==> config.mk <==
export PLATFORM = sky130hd
export DESIGN_NAME = control_pad_encoder
export DESIGN_NICKNAME = d
export VERILOG_FILES = /design/src/rtl/control_pad_encoder_pkg.sv /design/src/rtl/control_pad_encoder_axis_channel.sv /design/src/rtl/control_pad_encoder.sv
export SDC_FILE = /design/constraint.sdc
export NUM_CORES = 1
export LEC_CHECK = 0
export ABC_AREA = 1
export CAP_MARGIN = 0
export CORE_ASPECT_RATIO = 1.5
export CORE_MARGIN = 8
export CORE_UTILIZATION = 57
export DETAILED_ROUTE_END_ITERATION = 7
export GPL_ROUTABILITY_DRIVEN = 0
export GPL_TIMING_DRIVEN = 0
export PLACE_DENSITY = 0.73
export SYNTH_ARGS = -nofsm -noshare
export SYNTH_HDL_FRONTEND = slang
export SYNTH_SLANG_ARGS = --single-unit
==> constraint.sdc <==
create_clock -name fclk -period 2.2 [get_ports fclk]
set_input_delay 0.66 -clock fclk [delete_from_list [all_inputs] [get_ports fclk]]
set_output_delay 0.66 -clock fclk [all_outputs]
set_load 0.1 [all_outputs]
==> src/rtl/control_pad_encoder_pkg.sv <==
// Shared constants, types and helpers for the control pad encoder.
// Pair codes, axis FSM encoding and controlPad field positions.
package control_pad_encoder_pkg;

    localparam int unsigned PAIR_W   = 2;
    localparam int unsigned NUM_AXES = 6;
    localparam int unsigned PAD_W    = PAIR_W * NUM_AXES;

    localparam logic [PAIR_W-1:0] CODE_NONE = 2'b00;
    localparam logic [PAIR_W-1:0] CODE_POS  = 2'b10;
    localparam logic [PAIR_W-1:0] CODE_NEG  = 2'b01;

    // LSB of each controlPad field; channel k drives bits [2k+1:2k]
    localparam int unsigned FIELD_FB_LSB   = 10;
    localparam int unsigned FIELD_LR_LSB   = 8;
    localparam int unsigned FIELD_UD_LSB   = 6;
    localparam int unsigned FIELD_ROTX_LSB = 4;
    localparam int unsigned FIELD_ROTY_LSB = 2;
    localparam int unsigned FIELD_ROTZ_LSB = 0;

    typedef enum logic [1:0] {
        ST_IDLE   = 2'd0,
        ST_DELAY  = 2'd1,
        ST_REPEAT = 2'd2
    } axis_state_e;

    // Both or neither button pressed means no motion
    function automatic logic [PAIR_W-1:0] decode_pair(input logic [PAIR_W-1:0] pair);
        logic [PAIR_W-1:0] dir;
        dir = CODE_NONE;
        case (pair)
            2'b10:   dir = CODE_POS;
            2'b01:   dir = CODE_NEG;
            default: dir = CODE_NONE;
        endcase
        return dir;
    endfunction

endpackage

==> src/rtl/control_pad_encoder_axis_channel.sv <==
// One button pair: synchroniser, debounce, pair decode and press/repeat FSM.
// Emits a registered one-cycle pulse carrying the pair code.
module pad_axis_channel
    import control_pad_encoder_pkg::*;
#(
    parameter int unsigned DB_CNT         = 20000,
    parameter int unsigned REPEAT_DELAY   = 500000,
    parameter int unsigned REPEAT_PERIOD  = 100000,
    parameter bit          BTN_ACTIVE_LOW = 1'b0,
    parameter int unsigned CNT_W          = 20
) (
    input  logic              fclk,
    input  logic              rst,
    input  logic [PAIR_W-1:0] btn_pair,
    output logic [PAIR_W-1:0] pulse,
    output logic              active
);

    localparam logic [CNT_W-1:0] DB_LAST = CNT_W'(DB_CNT - 1);
    localparam logic [CNT_W-1:0] RD_LAST = CNT_W'(REPEAT_DELAY - 1);
    localparam logic [CNT_W-1:0] RP_LAST = CNT_W'(REPEAT_PERIOD - 1);

    logic [PAIR_W-1:0] sync1, sync2, stable;
    logic [CNT_W-1:0]  db_cnt [PAIR_W];

    axis_state_e       state, state_nxt;
    logic [CNT_W-1:0]  cnt, cnt_nxt;
    logic [PAIR_W-1:0] last, last_nxt;
    logic [PAIR_W-1:0] emit_c;
    logic [PAIR_W-1:0] dir_c;

    // Input conditioning: inversion, 2-flop sync, per-bit debounce
    always_ff @(posedge fclk) begin
        if (!rst) begin
            sync1  <= '0;
            sync2  <= '0;
            stable <= '0;
            for (int i = 0; i < int'(PAIR_W); i++) db_cnt[i] <= '0;
        end else begin
            sync1 <= btn_pair ^ {PAIR_W{BTN_ACTIVE_LOW}};
            sync2 <= sync1;
            for (int i = 0; i < int'(PAIR_W); i++) begin
                if (sync2[i] == stable[i]) begin
                    db_cnt[i] <= '0;
                end else if (db_cnt[i] == DB_LAST) begin
                    stable[i] <= sync2[i];
                    db_cnt[i] <= '0;
                end else begin
                    db_cnt[i] <= db_cnt[i] + CNT_W'(1);
                end
            end
        end
    end

    assign dir_c = decode_pair(stable);

    always_ff @(posedge fclk) begin
        if (!rst) begin
            state  <= ST_IDLE;
            cnt    <= '0;
            last   <= CODE_NONE;
            pulse  <= CODE_NONE;
            active <= 1'b0;
        end else begin
            state  <= state_nxt;
            cnt    <= cnt_nxt;
            last   <= last_nxt;
            pulse  <= emit_c;
            active <= (state_nxt != ST_IDLE);
        end
    end

    // Next-state: first press, hold delay, then periodic repeat
    always_comb begin
        state_nxt = state;
        cnt_nxt   = cnt;
        last_nxt  = last;
        emit_c    = CODE_NONE;
        case (state)
            ST_IDLE: begin
                cnt_nxt = '0;
                if (dir_c != CODE_NONE) begin
                    emit_c    = dir_c;
                    last_nxt  = dir_c;
                    state_nxt = ST_DELAY;
                end
            end
            ST_DELAY: begin
                if (dir_c == CODE_NONE) begin
                    state_nxt = ST_IDLE;
                    cnt_nxt   = '0;
                end else if (dir_c != last) begin
                    emit_c   = dir_c;
                    last_nxt = dir_c;
                    cnt_nxt  = '0;
                end else if (cnt == RD_LAST) begin
                    emit_c    = dir_c;
                    cnt_nxt   = '0;
                    state_nxt = ST_REPEAT;
                end else begin
                    cnt_nxt = cnt + CNT_W'(1);
                end
            end
            ST_REPEAT: begin
                if (dir_c == CODE_NONE) begin
                    state_nxt = ST_IDLE;
                    cnt_nxt   = '0;
                end else if (dir_c != last) begin
                    emit_c    = dir_c;
                    last_nxt  = dir_c;
                    cnt_nxt   = '0;
                    state_nxt = ST_DELAY;
                end else if (cnt == RP_LAST) begin
                    emit_c  = dir_c;
                    cnt_nxt = '0;
                end else begin
                    cnt_nxt = cnt + CNT_W'(1);
                end
            end
            default: begin
                state_nxt = ST_IDLE;
                cnt_nxt   = '0;
            end
        endcase
    end

endmodule

==> src/rtl/control_pad_encoder.sv <==
// Button-to-controlPad encoder: six independent axis channels whose pulses
// are registered and concatenated into the 12-bit step bus.
module control_pad_encoder
    import control_pad_encoder_pkg::*;
#(
    parameter int unsigned DB_CNT         = 20000,
    parameter int unsigned REPEAT_DELAY   = 500000,
    parameter int unsigned REPEAT_PERIOD  = 100000,
    parameter bit          BTN_ACTIVE_LOW = 1'b0,
    parameter int unsigned CNT_W          = 20
) (
    input  logic             fclk,
    input  logic             rst,
    input  logic [PAD_W-1:0] btn,
    output logic [PAD_W-1:0] controlPad,
    output logic             pad_active
);

    logic [PAD_W-1:0]    pulse_all;
    logic [NUM_AXES-1:0] active_all;

    // Channel k owns btn/controlPad bits [2k+1:2k]
    for (genvar k = 0; k < int'(NUM_AXES); k++) begin : g_axis
        pad_axis_channel #(
            .DB_CNT        (DB_CNT),
            .REPEAT_DELAY  (REPEAT_DELAY),
            .REPEAT_PERIOD (REPEAT_PERIOD),
            .BTN_ACTIVE_LOW(BTN_ACTIVE_LOW),
            .CNT_W         (CNT_W)
        ) u_ch (
            .fclk    (fclk),
            .rst     (rst),
            .btn_pair(btn[PAIR_W*k +: PAIR_W]),
            .pulse   (pulse_all[PAIR_W*k +: PAIR_W]),
            .active  (active_all[k])
        );
    end

    always_ff @(posedge fclk) begin
        if (!rst) begin
            controlPad <= '0;
            pad_active <= 1'b0;
        end else begin
            controlPad <= pulse_all;
            pad_active <= |active_all;
        end
    end

endmodule

==> metrics.json <==
{
  "detailroute.via_count": 21300,
  "peakVddDrop_v": 0.000733,
  "post-route-util_pct": 65.1,
  "cp.arrival_ps": 1480,
  "postRouteWirelength_um": 53600,
  "die_area_um2": 52000,
  "grt_pass1_vias": 21400,
  "final-max-slew-violation-count": 0,
  "critPathTopFamily": "buffers and inverters",
  "final_nets": 3613,
  "n_antenna_cell": 0,
  "status": "completed",
  "grt_first_pass_wirelength_um": 92500,
  "io-pin-count": 27,
  "timing.critical_path.to": "controlPad[11]",
  "tritoncts": "built",
  "numPortBuffers": 26,
  "period_minus_slack_ps": 2140,
  "grt_remaining_overflow": 0,
  "setup_viol": 0,
  "critical_path.slowest_cell": "sky130_fd_sc_hd__clkdlybuf4s18_2",
  "reg2reg_to": "g_axis[2].u_ch.db_cnt[1][18]",
  "drt_pass1_iterations": 6,
  "relSlewSlack_pct": 62.2,
  "crit_chain": "clkdlybuf4s18_2",
  "r2r_setup_slack_ps": 170,
  "final_hold_viol_count": 0,
  "synth_cells": 3219,
  "die_width_um": 189,
  "clkLatencyLatePin_ps": 560,
  "tightest_slew_ps": 566,
  "final.setup.tns_ps": 0,
  "synth-edff-count": 240,
  "drc": 0,
  "critPathLaunch": "controlPad[11]",
  "filler_cell_count": 3867,
  "syn_avg_cell_area_um2": 7.94,
  "number_of_antenna_violations_at_the_first_check_in_global_routing": 0,
  "fp.dieH_um": 275,
  "h-tree-depth": 2,
  "dominantRegCellSynth": "sky130_fd_sc_hd__edfxtp_1",
  "worst_r2r_startpoint": "g_axis[2].u_ch.db_cnt[1][0]",
  "cp_max_fo": 1,
  "grt_use_total_pct": 20.6,
  "worstRegToRegCells": 9,
  "initial_core_util_pct": 57.4,
  "post_synth_instance_area_um2": 25600,
  "finClkSkew_ps": 26.2,
  "worst-path-stages": 1,
  "dp_hpwl_um": 40500,
  "kind_of_critical_path": "reg -> out",
  "core_um2": 44600,
  "crit_required_ps": 1540,
  "route.detailed.vias_per_inst": 5.12,
  "num_rows": 95,
  "synth.yosys.warnings": 0,
  "yosysSeqAreaShare_pct": 44.7,
  "clk_transition_reported_paths_ps": 60,
  "fraction_of_final_layout_cells_sized_beyond_drive_strength_1_pct": 9.89,
  "post_synthesis_register_bit_count": 451,
  "max-cap-violations": 0,
  "yosys.cell_types.count": 53,
  "grt_setup_unrepaired": "no",
  "routed_wire_length_per_instance_um": 12.9,
  "synthToLayoutAreaGrowth_pct": 13.4,
  "holdCritPathClass": "reg -> reg",
  "cellLeakagePower_nw": 11.8,
  "critical-path-max-stage-delay_ps": 560,
  "clockBufferDepth": 3,
  "drt_iter0_markers": 1078,
  "detail-route-antenna-nets": 0,
  "p_per_cell_area_nw_per_um2": 607,
  "cp_num_buf_inv": 1,
  "final.period_utilization_pct": 97.5,
  "cts_num_sinks": 451,
  "cts.hold.buffers_added": 0,
  "ffs_w_async_s_r_synth_pct": 0,
  "grt_start_max_net_pins": 15,
  "total_cts_buffers": 45,
  "crit_start_category": "register",
  "worstHoldPathCells": 2,
  "clock.fmax_mhz": 466,
  "cts_root_buffer": "sky130_fd_sc_hd__clkbuf_16",
  "setup.worst_path.end_class": "primary output"
}
## routing by layer
metal | vias to the layer above | wire length, um | track usage (%)
met2 | 425 | 28400 | 40.4
met1 | 9823 | 21500 | 21.8
met4 | 0 | 1830 | 8.49
li1 | 10900 | - | -
met3 | 136 | 1920 | 2.52
met5 | - | 0 | 0
## flip-flops by register name, summed over array words and instances (netlist names)
name	cells
controlPad	12
g_axis.u_ch.active	6
g_axis.u_ch.cnt	120
g_axis.u_ch.db_cnt	240
g_axis.u_ch.last	12
g_axis.u_ch.pulse	12
g_axis.u_ch.stable	12
g_axis.u_ch.state	12
g_axis.u_ch.sync1	12
g_axis.u_ch.sync2	12
pad_active	1
## tightest hold or removal path: cells and delay by family, from the launching register on
| kind | cells | cell delay [ps] |
|---|---|---|
| and+or+nand+nor | 1 | 40 |
| DFF | 1 | 300 |
| buffers and inverters | 1 | 40 |
## power breakdown
part	internal, W	leakage, nW	total, W	switching (W)
combinational	0.000184	6.90	0.000590	0.000407
clock	0.00448	0.752	0.00773	0.00324
sequential	0.00907	4.18	0.00929	0.000217
## repair_timing
action                                  in CTS  in global routing
hold endpoints to repair                     0                  0
pin swaps                                    0                  1
endpoints found under the setup margin      54                 54
gates resized for setup                     43                  6
setup buffers                                0                  2
## cells in the mapped netlist (27+ instances only)
cell / number / area [um^2]
sky130_fd_sc_hd__nor3_1: 155 / 776
sky130_fd_sc_hd__dfxtp_1: 211 / 4220
sky130_fd_sc_hd__nand2_2: 27 / 169
sky130_fd_sc_hd__xor2_1: 108 / 946
sky130_fd_sc_hd__a21oi_1: 139 / 696
sky130_fd_sc_hd__nor2_1: 506 / 1900
sky130_fd_sc_hd__nand4_1: 79 / 494
sky130_fd_sc_hd__inv_1: 431 / 1620
sky130_fd_sc_hd__nor3_2: 30 / 300
sky130_fd_sc_hd__edfxtp_1: 240 / 7210
sky130_fd_sc_hd__xnor2_1: 41 / 359
sky130_fd_sc_hd__nand3_1: 185 / 926
sky130_fd_sc_hd__ha_1: 66 / 826
sky130_fd_sc_hd__o21ai_0: 68 / 340
sky130_fd_sc_hd__nor2_2: 39 / 244
sky130_fd_sc_hd__inv_2: 30 / 113
sky130_fd_sc_hd__nand2_1: 618 / 2320
## worst min path at each step
stage | from | slack, ps | to
3_5_place_dp | g_axis[4].u_ch.sync1[1] | 400 | g_axis[4].u_ch.sync2[1]
5_1_grt | g_axis[4].u_ch.sync1[1] | 430 | g_axis[4].u_ch.sync2[1]
2_1_floorplan | g_axis[0].u_ch.pulse[0] | 390 | controlPad[0]
6_report | g_axis[4].u_ch.sync1[1] | 410 | g_axis[4].u_ch.sync2[1]
3_3_place_gp | g_axis[0].u_ch.sync1[0] | 400 | g_axis[0].u_ch.sync2[0]
4_1_cts | g_axis[4].u_ch.sync1[1] | 410 | g_axis[4].u_ch.sync2[1]
## cell type report
cell class	count	area, um^2	area share [%]
Multi-Input combinational cell	2508	13000	44.9
Sequential cell	451	11400	39.4
Inverter	461	1730	5.97
Clock buffer	62	1330	4.58
Tap cell	582	728	2.51
Buffer	38	297	1.02
Timing Repair Buffer	28	293	1.01
Clock inverter	21	168	0.578
## through the flow
stage	power, W	area [um^2]	setup slack, ps	hold WS (ps)	std cells
2_1_floorplan	0.00984	26500	492	390	3458
3_3_place_gp	0.0100	27500	-778	396	4066
3_5_place_dp	0.0100	27500	-760	396	4066
4_1_cts	0.0178	29000	-26.7	411	4149
5_1_grt	0.0182	29000	6.08	428	4151
6_report	0.0176	29000	55.4	409	4151
## layout by cell type (no fill, tap or decap), drive strengths merged, types with 35 or more instances in the layout
cell,netlist,layout
a21oi,144,144
buf,33,35
clkbuf,5,67
conb,1,240
dfxtp,211,211
edfxtp,240,240
ha,66,66
inv,461,466
nand2,653,653
nand3,207,207
nand4,86,86
nor2,568,568
nor3,191,191
o21ai,74,74
xnor2,41,41
xor2,108,108
## logic make-up after synthesis
| logic type | after synthesis | share of synthesized area (%) |
|---|---|---|
| fa+ha+maj | 66 | 3.23 |
| buf+inv | 499 | 7.90 |
| xor+xnor | 149 | 5.10 |
| simple gates | 1799 | 33.7 |
| flops | 451 | 44.7 |
| compound gates | 254 | 5.33 |
| other cells | 1 | 0.0147 |
Power figures use the tool's default switching activity.
